[src/rtl/nl_eject_vc_scheduler.sv]
// nl_eject_vc_scheduler
//   Ejection-side VC buffering and arbitration between a router's local exit
//   port and the node sink. Each exit VC has its own FIFO. A packet-atomic
//   round-robin arbiter grants the single ejection channel to one VC at a time.
//   One credit is returned to the router for every flit dequeued.
//
// Optional feature: define NL_EJECT_STATS_EN to add the pkt_count,
// stall_cycles and bubble_cycles statistics outputs.
//
// Ports
//   clk, rst        clock, synchronous active-high reset
//   in_valid/in_vc/in_tail/in_data     flit from router exit (in_vc one-hot)
//   credit_valid/credit_vc             registered credit return (binary VC)
//   out_valid/out_ready/out_vc/out_tail/out_data  ejection handshake
//   err_overflow    sticky: flit dropped at a full VC FIFO
//   err_vc          sticky: flit dropped for a non-one-hot in_vc
module nl_eject_vc_scheduler #(
  parameter int unsigned NUM_VCS   = 2,
  parameter int unsigned FLIT_W    = 64,
  parameter int unsigned BUF_DEPTH = 4
) (
  input  logic                       clk,
  input  logic                       rst,
  input  logic                       in_valid,
  input  logic [NUM_VCS-1:0]         in_vc,
  input  logic                       in_tail,
  input  logic [FLIT_W-1:0]          in_data,
  output logic                       credit_valid,
  output logic [$clog2(NUM_VCS)-1:0] credit_vc,
  output logic                       out_valid,
  input  logic                       out_ready,
  output logic [$clog2(NUM_VCS)-1:0] out_vc,
  output logic                       out_tail,
  output logic [FLIT_W-1:0]          out_data,
  output logic                       err_overflow,
  output logic                       err_vc
`ifdef NL_EJECT_STATS_EN
  ,
  output logic [31:0]                pkt_count [NUM_VCS],
  output logic [31:0]                stall_cycles,
  output logic [31:0]                bubble_cycles
`endif
);

  localparam int unsigned VCW = $clog2(NUM_VCS);
  localparam int unsigned PW  = $clog2(BUF_DEPTH);
  localparam int unsigned CW  = PW + 1;
  localparam int unsigned EW  = FLIT_W + 1;

  typedef enum logic {IDLE, LOCKED} state_e;

  logic [EW-1:0]      mem_q [NUM_VCS][BUF_DEPTH];
  logic [PW-1:0]      wptr_q [NUM_VCS];
  logic [PW-1:0]      wptr_d [NUM_VCS];
  logic [PW-1:0]      rptr_q [NUM_VCS];
  logic [PW-1:0]      rptr_d [NUM_VCS];
  logic [CW-1:0]      cnt_q  [NUM_VCS];
  logic [CW-1:0]      cnt_d  [NUM_VCS];
  logic [NUM_VCS-1:0] nonempty;
  logic [NUM_VCS-1:0] full;
  logic [NUM_VCS-1:0] enq_v;
  logic [NUM_VCS-1:0] deq_v;

  state_e             state_q, state_d;
  logic [VCW-1:0]     rr_ptr_q, rr_ptr_d;
  logic [VCW-1:0]     lock_vc_q, lock_vc_d;
  logic [VCW-1:0]     grant;
  logic               offer;
  logic               xfer;
  logic [EW-1:0]      head;
  int unsigned        scan_idx;
  logic               scan_found;

  logic               vc_onehot;
  logic [VCW-1:0]     in_idx;
  logic               enq_ok;
  logic               enq_drop_full;

  logic               credit_valid_q, credit_valid_d;
  logic [VCW-1:0]     credit_vc_q, credit_vc_d;
  logic               err_overflow_q, err_overflow_d;
  logic               err_vc_q, err_vc_d;

  // FIFO status as seen at the start of the cycle
  always_comb begin
    nonempty = '0;
    full     = '0;
    for (int v = 0; v < NUM_VCS; v++) begin
      nonempty[v] = (cnt_q[v] != '0);
      full[v]     = (cnt_q[v] == CW'(BUF_DEPTH));
    end
  end

  // Arbitration FSM: round-robin in IDLE, wormhole lock in LOCKED
  always_comb begin
    state_d    = state_q;
    rr_ptr_d   = rr_ptr_q;
    lock_vc_d  = lock_vc_q;
    grant      = '0;
    offer      = 1'b0;
    scan_idx   = 0;
    scan_found = 1'b0;
    unique case (state_q)
      IDLE: begin
        for (int unsigned i = 1; i <= NUM_VCS; i++) begin
          scan_idx = (32'(rr_ptr_q) + i) % NUM_VCS;
          if (!scan_found && nonempty[scan_idx]) begin
            grant      = VCW'(scan_idx);
            scan_found = 1'b1;
          end
        end
        offer = scan_found;
        if (offer) begin
          if (out_ready && head[FLIT_W]) begin
            rr_ptr_d = grant;
          end else begin
            // Multi-flit head or stalled offer: pin the VC so the offer stays stable
            lock_vc_d = grant;
            state_d   = LOCKED;
          end
        end
      end
      LOCKED: begin
        grant = lock_vc_q;
        offer = nonempty[lock_vc_q];
        if (offer && out_ready && head[FLIT_W]) begin
          rr_ptr_d = lock_vc_q;
          state_d  = IDLE;
        end
      end
      default: state_d = IDLE;
    endcase
  end

  assign head      = mem_q[grant][rptr_q[grant]];
  assign xfer      = offer && out_ready;
  assign out_valid = offer;
  assign out_vc    = offer ? grant : '0;
  assign out_tail  = offer && head[FLIT_W];
  assign out_data  = offer ? head[FLIT_W-1:0] : '0;

  // Input decode; a full FIFO still accepts when it dequeues this cycle
  always_comb begin
    in_idx = '0;
    for (int v = 0; v < NUM_VCS; v++) begin
      if (in_vc[v]) in_idx = VCW'(v);
    end
    vc_onehot     = (in_vc != '0) && ((in_vc & (in_vc - NUM_VCS'(1))) == '0);
    enq_ok        = in_valid && vc_onehot && (!full[in_idx] || (xfer && (grant == in_idx)));
    enq_drop_full = in_valid && vc_onehot && !enq_ok;
  end

  // Pointer and occupancy updates
  always_comb begin
    enq_v = '0;
    deq_v = '0;
    for (int v = 0; v < NUM_VCS; v++) begin
      enq_v[v]  = enq_ok && (in_idx == VCW'(v));
      deq_v[v]  = xfer && (grant == VCW'(v));
      wptr_d[v] = enq_v[v] ? wptr_q[v] + PW'(1) : wptr_q[v];
      rptr_d[v] = deq_v[v] ? rptr_q[v] + PW'(1) : rptr_q[v];
      cnt_d[v]  = cnt_q[v] + CW'(enq_v[v]) - CW'(deq_v[v]);
    end
  end

  // Credit return and sticky errors
  always_comb begin
    credit_valid_d = xfer;
    credit_vc_d    = xfer ? grant : '0;
    err_overflow_d = err_overflow_q || enq_drop_full;
    err_vc_d       = err_vc_q || (in_valid && !vc_onehot);
  end

  always_ff @(posedge clk) begin
    if (rst) begin
      state_q        <= IDLE;
      rr_ptr_q       <= VCW'(NUM_VCS - 1);
      lock_vc_q      <= '0;
      credit_valid_q <= 1'b0;
      credit_vc_q    <= '0;
      err_overflow_q <= 1'b0;
      err_vc_q       <= 1'b0;
      for (int v = 0; v < NUM_VCS; v++) begin
        wptr_q[v] <= '0;
        rptr_q[v] <= '0;
        cnt_q[v]  <= '0;
      end
    end else begin
      state_q        <= state_d;
      rr_ptr_q       <= rr_ptr_d;
      lock_vc_q      <= lock_vc_d;
      credit_valid_q <= credit_valid_d;
      credit_vc_q    <= credit_vc_d;
      err_overflow_q <= err_overflow_d;
      err_vc_q       <= err_vc_d;
      for (int v = 0; v < NUM_VCS; v++) begin
        wptr_q[v] <= wptr_d[v];
        rptr_q[v] <= rptr_d[v];
        cnt_q[v]  <= cnt_d[v];
      end
    end
  end

  // Flit storage needs no reset: occupancy gates every read
  always_ff @(posedge clk) begin
    if (enq_ok) mem_q[in_idx][wptr_q[in_idx]] <= {in_tail, in_data};
  end

  assign credit_valid = credit_valid_q;
  assign credit_vc    = credit_vc_q;
  assign err_overflow = err_overflow_q;
  assign err_vc       = err_vc_q;

`ifdef NL_EJECT_STATS_EN
  logic [31:0] pkt_count_q [NUM_VCS];
  logic [31:0] pkt_count_d [NUM_VCS];
  logic [31:0] stall_cycles_q, stall_cycles_d;
  logic [31:0] bubble_cycles_q, bubble_cycles_d;

  // Statistics counters, free-running and wrapping
  always_comb begin
    for (int v = 0; v < NUM_VCS; v++) begin
      pkt_count_d[v] = pkt_count_q[v] + 32'(deq_v[v] && head[FLIT_W]);
    end
    stall_cycles_d  = stall_cycles_q + 32'(offer && !out_ready);
    bubble_cycles_d = bubble_cycles_q + 32'((state_q == LOCKED) && !nonempty[lock_vc_q]);
  end

  always_ff @(posedge clk) begin
    if (rst) begin
      for (int v = 0; v < NUM_VCS; v++) pkt_count_q[v] <= '0;
      stall_cycles_q  <= '0;
      bubble_cycles_q <= '0;
    end else begin
      for (int v = 0; v < NUM_VCS; v++) pkt_count_q[v] <= pkt_count_d[v];
      stall_cycles_q  <= stall_cycles_d;
      bubble_cycles_q <= bubble_cycles_d;
    end
  end

  assign pkt_count     = pkt_count_q;
  assign stall_cycles  = stall_cycles_q;
  assign bubble_cycles = bubble_cycles_q;
`endif

endmodule

[config.mk]
export PLATFORM = sky130hd
export DESIGN_NAME = nl_eject_vc_scheduler
export DESIGN_NICKNAME = d
export VERILOG_FILES = /design/src/rtl/nl_eject_vc_scheduler.sv
export SDC_FILE = /design/constraint.sdc
export NUM_CORES = 1
export LEC_CHECK = 0
export CORE_MARGIN = 2
export CORE_UTILIZATION = 53
export CTS_CLUSTER_DIAMETER = 60
export DETAILED_ROUTE_END_ITERATION = 10
export PLACE_DENSITY = 0.81
export SLEW_MARGIN = 20
export SYNTH_ARGS = -nofsm -noshare
export SYNTH_HDL_FRONTEND = slang
export SYNTH_SLANG_ARGS = --single-unit
[constraint.sdc]
create_clock -name clk -period 10.6 [get_ports clk]
set_input_delay 3.18 -clock clk [delete_from_list [all_inputs] [get_ports clk]]
set_output_delay 3.18 -clock clk [all_outputs]
set_load 0.02 [all_outputs]
==> reports/qor.csv, run 1 <==
metric,value,unit
synth_mux_area_share,9.63,%
pwr-share-clk,26.5,%
synth_compound_area_share,9.26,%
synthAdderAreaFrac,0.415,%
whs,0.478,ns
end_kind,primary output,
drive_gt1_share,11.6,%
syn_avg_cell_area,16.5,um^2
postRouteAntennaNets,0,
power,6.62,mW
critical_path.cell_chain,or4_1 > o211ai_4 > buf_12 > buf_4 > a211oi_1 > a211o_1 > a21oi_1 > clkdlybuf4s50_1,
antenna_found_initial,2,
place_ws,3.41,ns
ys_seq_area_share,73.9,%
insertion_delay,0.60,ns
utilization,62.2,%
crit_slowest_cell,buf_4,
syn_area,0.0217,mm^2
port_buffers,141,
synth_top_area_share,71.9,%
place_congestion,0.733,
finalCritPeriodShare,74.2,%
swShare,34.0,%
cts-resized-gates,0,
top_layer,met5,
reg2reg_depth,6,
synth_xor_area_share,0.323,%
clock_skew,0.0225,ns
drcViolationCount,0,
yosys-top-cells-area,"edfxtp_1 72%, mux2i_1 6.0%, mux2_2 3.4%, a211o_1 2.6%, o211ai_1 2.2%",
synthSimpleGateAreaFrac,4.32,%
wl,44300,um
worstPathArrival,4.69,ns
p_sw,2.25,mW
met1Wirelength,18700,um
cts_made_buffers,54,
min_period,7.87,ns
report.final.hold_viol_count,0,
nNetsFinal,1523,
die_y,206,um
final_area,0.0253,mm^2
synth-seq-cells,541,
seq_power_share,38.1,%
cts_tree,yes,
start_kind,register,
cp_top_family,buffers and inverters,
r2r-start,cnt_q[0][1],
p_per_area,262,mW/mm^2
power.internal,4.37,mW
ys_warn_count,0,
placed_cell_area,0.0236,mm^2
first_global_vias,12000,
wire_per_inst,21.9,um
hold_depth,2,
row_count,74,
cts_hold_buf,0,
slew_headroom,30.7,%
die_area,0.0426,mm^2
worst_slew_pin_slew,1.04,ns
setup_viol,0,
placed_cells,1922,
vias,11800,
cts_root_buf,clkbuf_16,
run_status,"finished, final reports clean",
worstPathRequired,7.42,ns
rsz0062_at_grt,no,
fmax,0.127,GHz
path_buf_inv,3,
cts_sinks,541,
syn_nets,1394,
cts_setup_buffers,0,
num_io_pins,142,
min_path_type,register to register,
final_cell_mix,"520 x edfxtp_1, 141 x clkdlybuf4s50_1, 129 x mux2i_1",
ff2ff_setup_slack,6.78,ns
wl_met2,22000,um
dieWidth,206,um
leakagePower,7.99,nW
grt_pass1_wl,67900,um
dp_hpwl,22900,um
final_common_cell,edfxtp_1,
slowest_delay,0.91,ns
grt_max_degree,167,
overflow,0,
ir_drop,227,uV
hp-start,err_overflow,
synth_edf_count,520,
ctsLongestPathBuffers,3,
initial_core_util,53.4,%
setup_tns,0,ns
fin_cells,2020,
dr.pass1.iters,7,
wl_met3,2680,um
worst_slack,2.73,ns
final_max_slew_viol_count,0,
cp_max_fo,166,
synth_top_area_cell,edfxtp_1,
grtUsageTotal,21.0,%
synth_top_family_by_area,multiplexers,
areaGrowthSynthToFinish,16.4,%
core,0.0406,mm^2
h-tree-depth,2,
vias_per_cell,5.83,
synth_cells,1317,
cts.clk_slew.worst_paths,0.06,ns
async_reset_ff_share,0,%
drt_iter0_drc,935,
power_frac_comb,35.4,%
path_class,register to primary output,
r2r-end,mem_q[0][28],
whs_endpoint,err_overflow,
synth_flop_cell,edfxtp_1,
ys_types,46,
cap_viol_max_count,0,
final cells by class:
| type | instances | area, um^2 |
|---|---|---|
| Multi-Input combinational cell | 674 | 5270 |
| Clock inverter | 30 | 216 |
| Fill cell | 2828 | 15400 |
| Clock buffer | 67 | 1400 |
| Sequential cell | 541 | 16000 |
| Inverter | 14 | 52.6 |
| Timing Repair Buffer | 161 | 1610 |
| Antenna cell | 1 | 2.50 |
| Tap cell | 532 | 666 |
per-layer routing:
layer	global-route usage, %	vias to the layer above
met5	0	-
met4	6.17	2
met3	4.10	74
met2	35.2	345
met1	28.1	5918
li1	-	5441
cell usage after synthesis (all sizes together) (14+ instances only):
library cell,number
dfxtp,21
o211ai,66
a211oi,64
inv,14
nor2,19
mux2,66
nor2b,71
a21oi,67
buf,30
a211o,64
mux2i,130
edfxtp,520
clkbuf,58
nand2,69
state kept, by name (all words and copies together), names as in the netlist:
register / flops
mem_q: 520
cnt_q: 6
rptr_q: 4
wptr_q: 4
credit_valid: 1
credit_vc: 1
err_overflow: 1
err_vc: 1
lock_vc_q: 1
rr_ptr_q: 1
state_q: 1
power groups by stage:
stage	logic [mW]	clock network (mW)	registers, mW
after CTS	2.36	1.78	2.52
after detailed placement	2.34	0	2.57
after global placement	2.31	0	2.56
after floorplan	1.57	0	2.47
after global routing	2.52	1.86	2.53
final	2.34	1.75	2.52
how the worst max path moves through the flow:
| stage | startpoint | to | slack [ns] | cells past startpoint |
|---|---|---|---|---|
| after floorplan | out_ready | mem_q[0][130] | -0.04 | 4 |
| after global placement | state_q | out_data[60] | 3.47 | 8 |
| after detailed placement | state_q | out_data[60] | 3.41 | 8 |
| after CTS | state_q | out_data[60] | 2.77 | 8 |
| after global routing | state_q | out_data[43] | 2.55 | 8 |
| final | state_q | out_data[60] | 2.73 | 8 |
tightest hold or removal path, stage by stage, from the launching register on:
cell and delay, ns:
dfxtp_1 0.33, inv_1 0.06, a21oi_1 0.05
cells by family (layout without fill, tap and decap cells):
kind of cell	after synthesis	in the layout
flip-flops	541	541
buffers and inverters	102	272
AND/OR/NAND/NOR	184	184
multiplexers	198	198
adder cells (fa/ha/maj)	6	6
AO/OA/AOI/OAI	278	278
other	0	1
XOR/XNOR	8	8
Note: power is estimated with default switching activity, not from simulation.
==> inputs of run 2 (changes only) <==
--- a/config.mk
+++ b/config.mk
@@ -6,10 +6,10 @@
 export NUM_CORES = 1
 export LEC_CHECK = 0
 export CORE_MARGIN = 2
-export CORE_UTILIZATION = 53
+export CORE_UTILIZATION = 59
 export CTS_CLUSTER_DIAMETER = 60
 export DETAILED_ROUTE_END_ITERATION = 10
-export PLACE_DENSITY = 0.81
+export PLACE_DENSITY = 0.85
 export SLEW_MARGIN = 20
 export SYNTH_ARGS = -nofsm -noshare
 export SYNTH_HDL_FRONTEND = slang
==> constraint.sdc (replaced) <==
create_clock -name clk -period 7.7 [get_ports clk]
set_input_delay 2.31 -clock clk [delete_from_list [all_inputs] [get_ports clk]]
set_output_delay 2.31 -clock clk [all_outputs]
set_load 0.02 [all_outputs]
==> run 2 against run 1 <==
First-iteration DRC count grew 8.4%; setup slack lost 1.6 ns; core utilization grew 7.4 points; total power grew 39%; clock-buffer cell count shrank 2; global-route usage grew 2.4 points; non-clock buffer count grew 8; final area grew 0.27%; critical path depth is the same; clock power grew 43%; clock skew shrank 0.012 ns; combinational power grew 39%.
==> reports/qor.csv, run 2 (synthesis gave the netlist of run 1 again) <==
metric,value,unit,change
vias_per_cell,6.12,,+5.0%
report.final.hold_viol_count,0,,unchanged
num_io_pins,142,,unchanged
vias,12000,,+2.2%
place_congestion,0.755,,+2.9%
fmax,0.151,GHz,
dr.pass1.iters,5,,-2
slowest_delay,0.69,ns,-0.22 ns
worstPathArrival,4.30,ns,-0.39 ns
cts_sinks,541,,unchanged
worst_slack,1.09,ns,-1.64 ns
wire_per_inst,22.8,um,+4.1%
core,0.0364,mm^2,-10%
final_cell_mix,"520 x edfxtp_1, 141 x clkdlybuf4s50_1, 129 x mux2i_1",,
critical_path.cell_chain,or4_1 > o211ai_4 > buf_4 > buf_4 > a211oi_1 > a211o_1 > a21oi_1 > clkdlybuf4s50_1,,
min_period,6.61,ns,
grt_pass1_wl,68600,um,+1.0%
die_area,0.0383,mm^2,-10%
wl,44900,um,+1.4%
clock_skew,0.0107,ns,-0.0119 ns
postRouteAntennaNets,0,,unchanged
end_kind,primary output,,
whs,0.453,ns,-0.0252 ns
first_global_vias,12100,,+1.2%
finalCritPeriodShare,85.9,%,
drcViolationCount,0,,unchanged
cts_setup_buffers,0,,unchanged
initial_core_util,59.6,%,+6.2 points
slew_headroom,27.1,%,-3.6 points
nNetsFinal,1530,,+0.46%
fill_cells,2341,,-17%
drive_gt1_share,12.4,%,+0.79 points
drt_iter0_drc,1014,,+8.4%
row_count,70,,-5.4%
cts-resized-gates,0,,unchanged
start_kind,register,,
antenna_found_initial,4,,+2
worst_slew_pin_slew,1.09,ns,+0.0533 ns
power,9.23,mW,+39%
cts_made_buffers,53,,-1.9%
p_per_area,364,mW/mm^2,+39%
utilization,69.5,%,+7.4 points
crit_slowest_cell,clkdlybuf4s50_1,,
cap_viol_max_count,0,,unchanged
leakagePower,8.06,nW,+0.90%
placed_cell_area,0.0236,mm^2,about the same
final_max_slew_viol_count,0,,unchanged
h-tree-depth,2,,unchanged
die_y,196,um,-5.1%
final_common_cell,edfxtp_1,,
overflow,0,,unchanged
insertion_delay,0.56,ns,-0.04 ns
areaGrowthSynthToFinish,16.7,%,
path_class,register to primary output,,
ctsLongestPathBuffers,3,,unchanged
cp_common_cell,buf_4,,
port_buffers,141,,unchanged
hp-start,err_overflow,,
cts.clk_slew.worst_paths,0.06,ns,about the same
dp_hpwl,24200,um,+5.5%
min_path_type,register to register,,
cts_tree,yes,,
rsz0062_at_grt,no,,
largest_register_ffs,520,,unchanged
cp_max_fo,68,,-59%
ir_drop,263,uV,+16%
dieWidth,196,um,-5.1%
run_status,"finished, final reports clean",,
cts_hold_buf,0,,unchanged
grt_max_degree,74,,-56%
r2r-start,cnt_q[0][1],,
cp-startpoint,state_q,,
reg2reg_depth,7,,+1
cts_root_buf,clkbuf_16,,
worstPathRequired,5.39,ns,-2.03 ns
hold_depth,2,,unchanged
setup_viol,0,,unchanged
place_ws,1.70,ns,-1.72 ns
final_area,0.0253,mm^2,+0.27%
grtUsageTotal,23.5,%,+2.4 points
-- run 2: changes by cell type in the layout (fill, tap and decap cells not counted), moves of 3 or more --
| cell | before | now |
|---|---|---|
| buf_4 | 16 | 25 |
| clkinv_2 | 9 | 13 |
| bufinv_16 | 2 | 5 |
| clkbuf_1 | 13 | 10 |
-- run 2: per-stage QoR --
| step | cells | setup TNS [ns] |
|---|---|---|
| global placement | 1866 | 0 |
| detailed placement | 1866 | 0 |
| global route | 1965 | 0 |
| floorplan | 1317 | -354.06 |
| CTS | 1965 | 0 |
| finish | 1966 | 0 |
-- run 2: area by class of cell --
cell class              count  area [um^2]  share of cell area (%)
clock buffers              65         1410                    5.58
diodes                      1         2.50                 0.00988
inverters                  14         52.6                   0.207
well taps                 468          586                    2.31
flip-flops and latches    541        16000                    63.3
repair buffers            169         1660                    6.55
clock inverters            34          292                    1.15
multi-input cells         674         5290                    20.9
-- run 2: final timing paths --
check / end / slack (ns)
min reg2reg: err_overflow / 0.45
max reg2reg: mem_q[0][195] / 4.06
min: err_overflow / 0.45
max: out_data[36] / 1.09
-- run 2: critical path: cells and delay by family, from the launching register on --
kind,cells,cell delay [ns]
flip-flops,1,0.40
buffers and inverters,3,1.89
AND/OR/NAND/NOR,1,0.61
AO/OA/AOI/OAI,4,0.81
-- run 2: routing by layer --
metal | track usage (%) | wire length [um] | share of wire [%] | up-vias
met5 | 0 | 50 | 0.11 | -
met4 | 8.02 | 1060 | 2.4 | 8
met3 | 4.71 | 3430 | 7.6 | 79
met2 | 39.0 | 22000 | 49 | 460
met1 | 31.3 | 18300 | 41 | 6014
li1 | - | - | - | 5478
-- run 2: where the power goes --
group	total [mW]	internal, mW	leakage (nW)	switching [mW]
logic	3.26	1.36	2.36	1.90
registers	3.48	3.31	4.87	0.169
clock network	2.50	1.47	0.835	1.03
==> inputs of run 3 (changes only) <==
--- a/config.mk
+++ b/config.mk
@@ -10,7 +10,6 @@
 export CTS_CLUSTER_DIAMETER = 60
 export DETAILED_ROUTE_END_ITERATION = 10
 export PLACE_DENSITY = 0.85
-export SLEW_MARGIN = 20
 export SYNTH_ARGS = -nofsm -noshare
 export SYNTH_HDL_FRONTEND = slang
 export SYNTH_SLANG_ARGS = --single-unit
==> results of run 3 <==
Same layout as run 2: the final DEF is identical, and so are final timing and power.
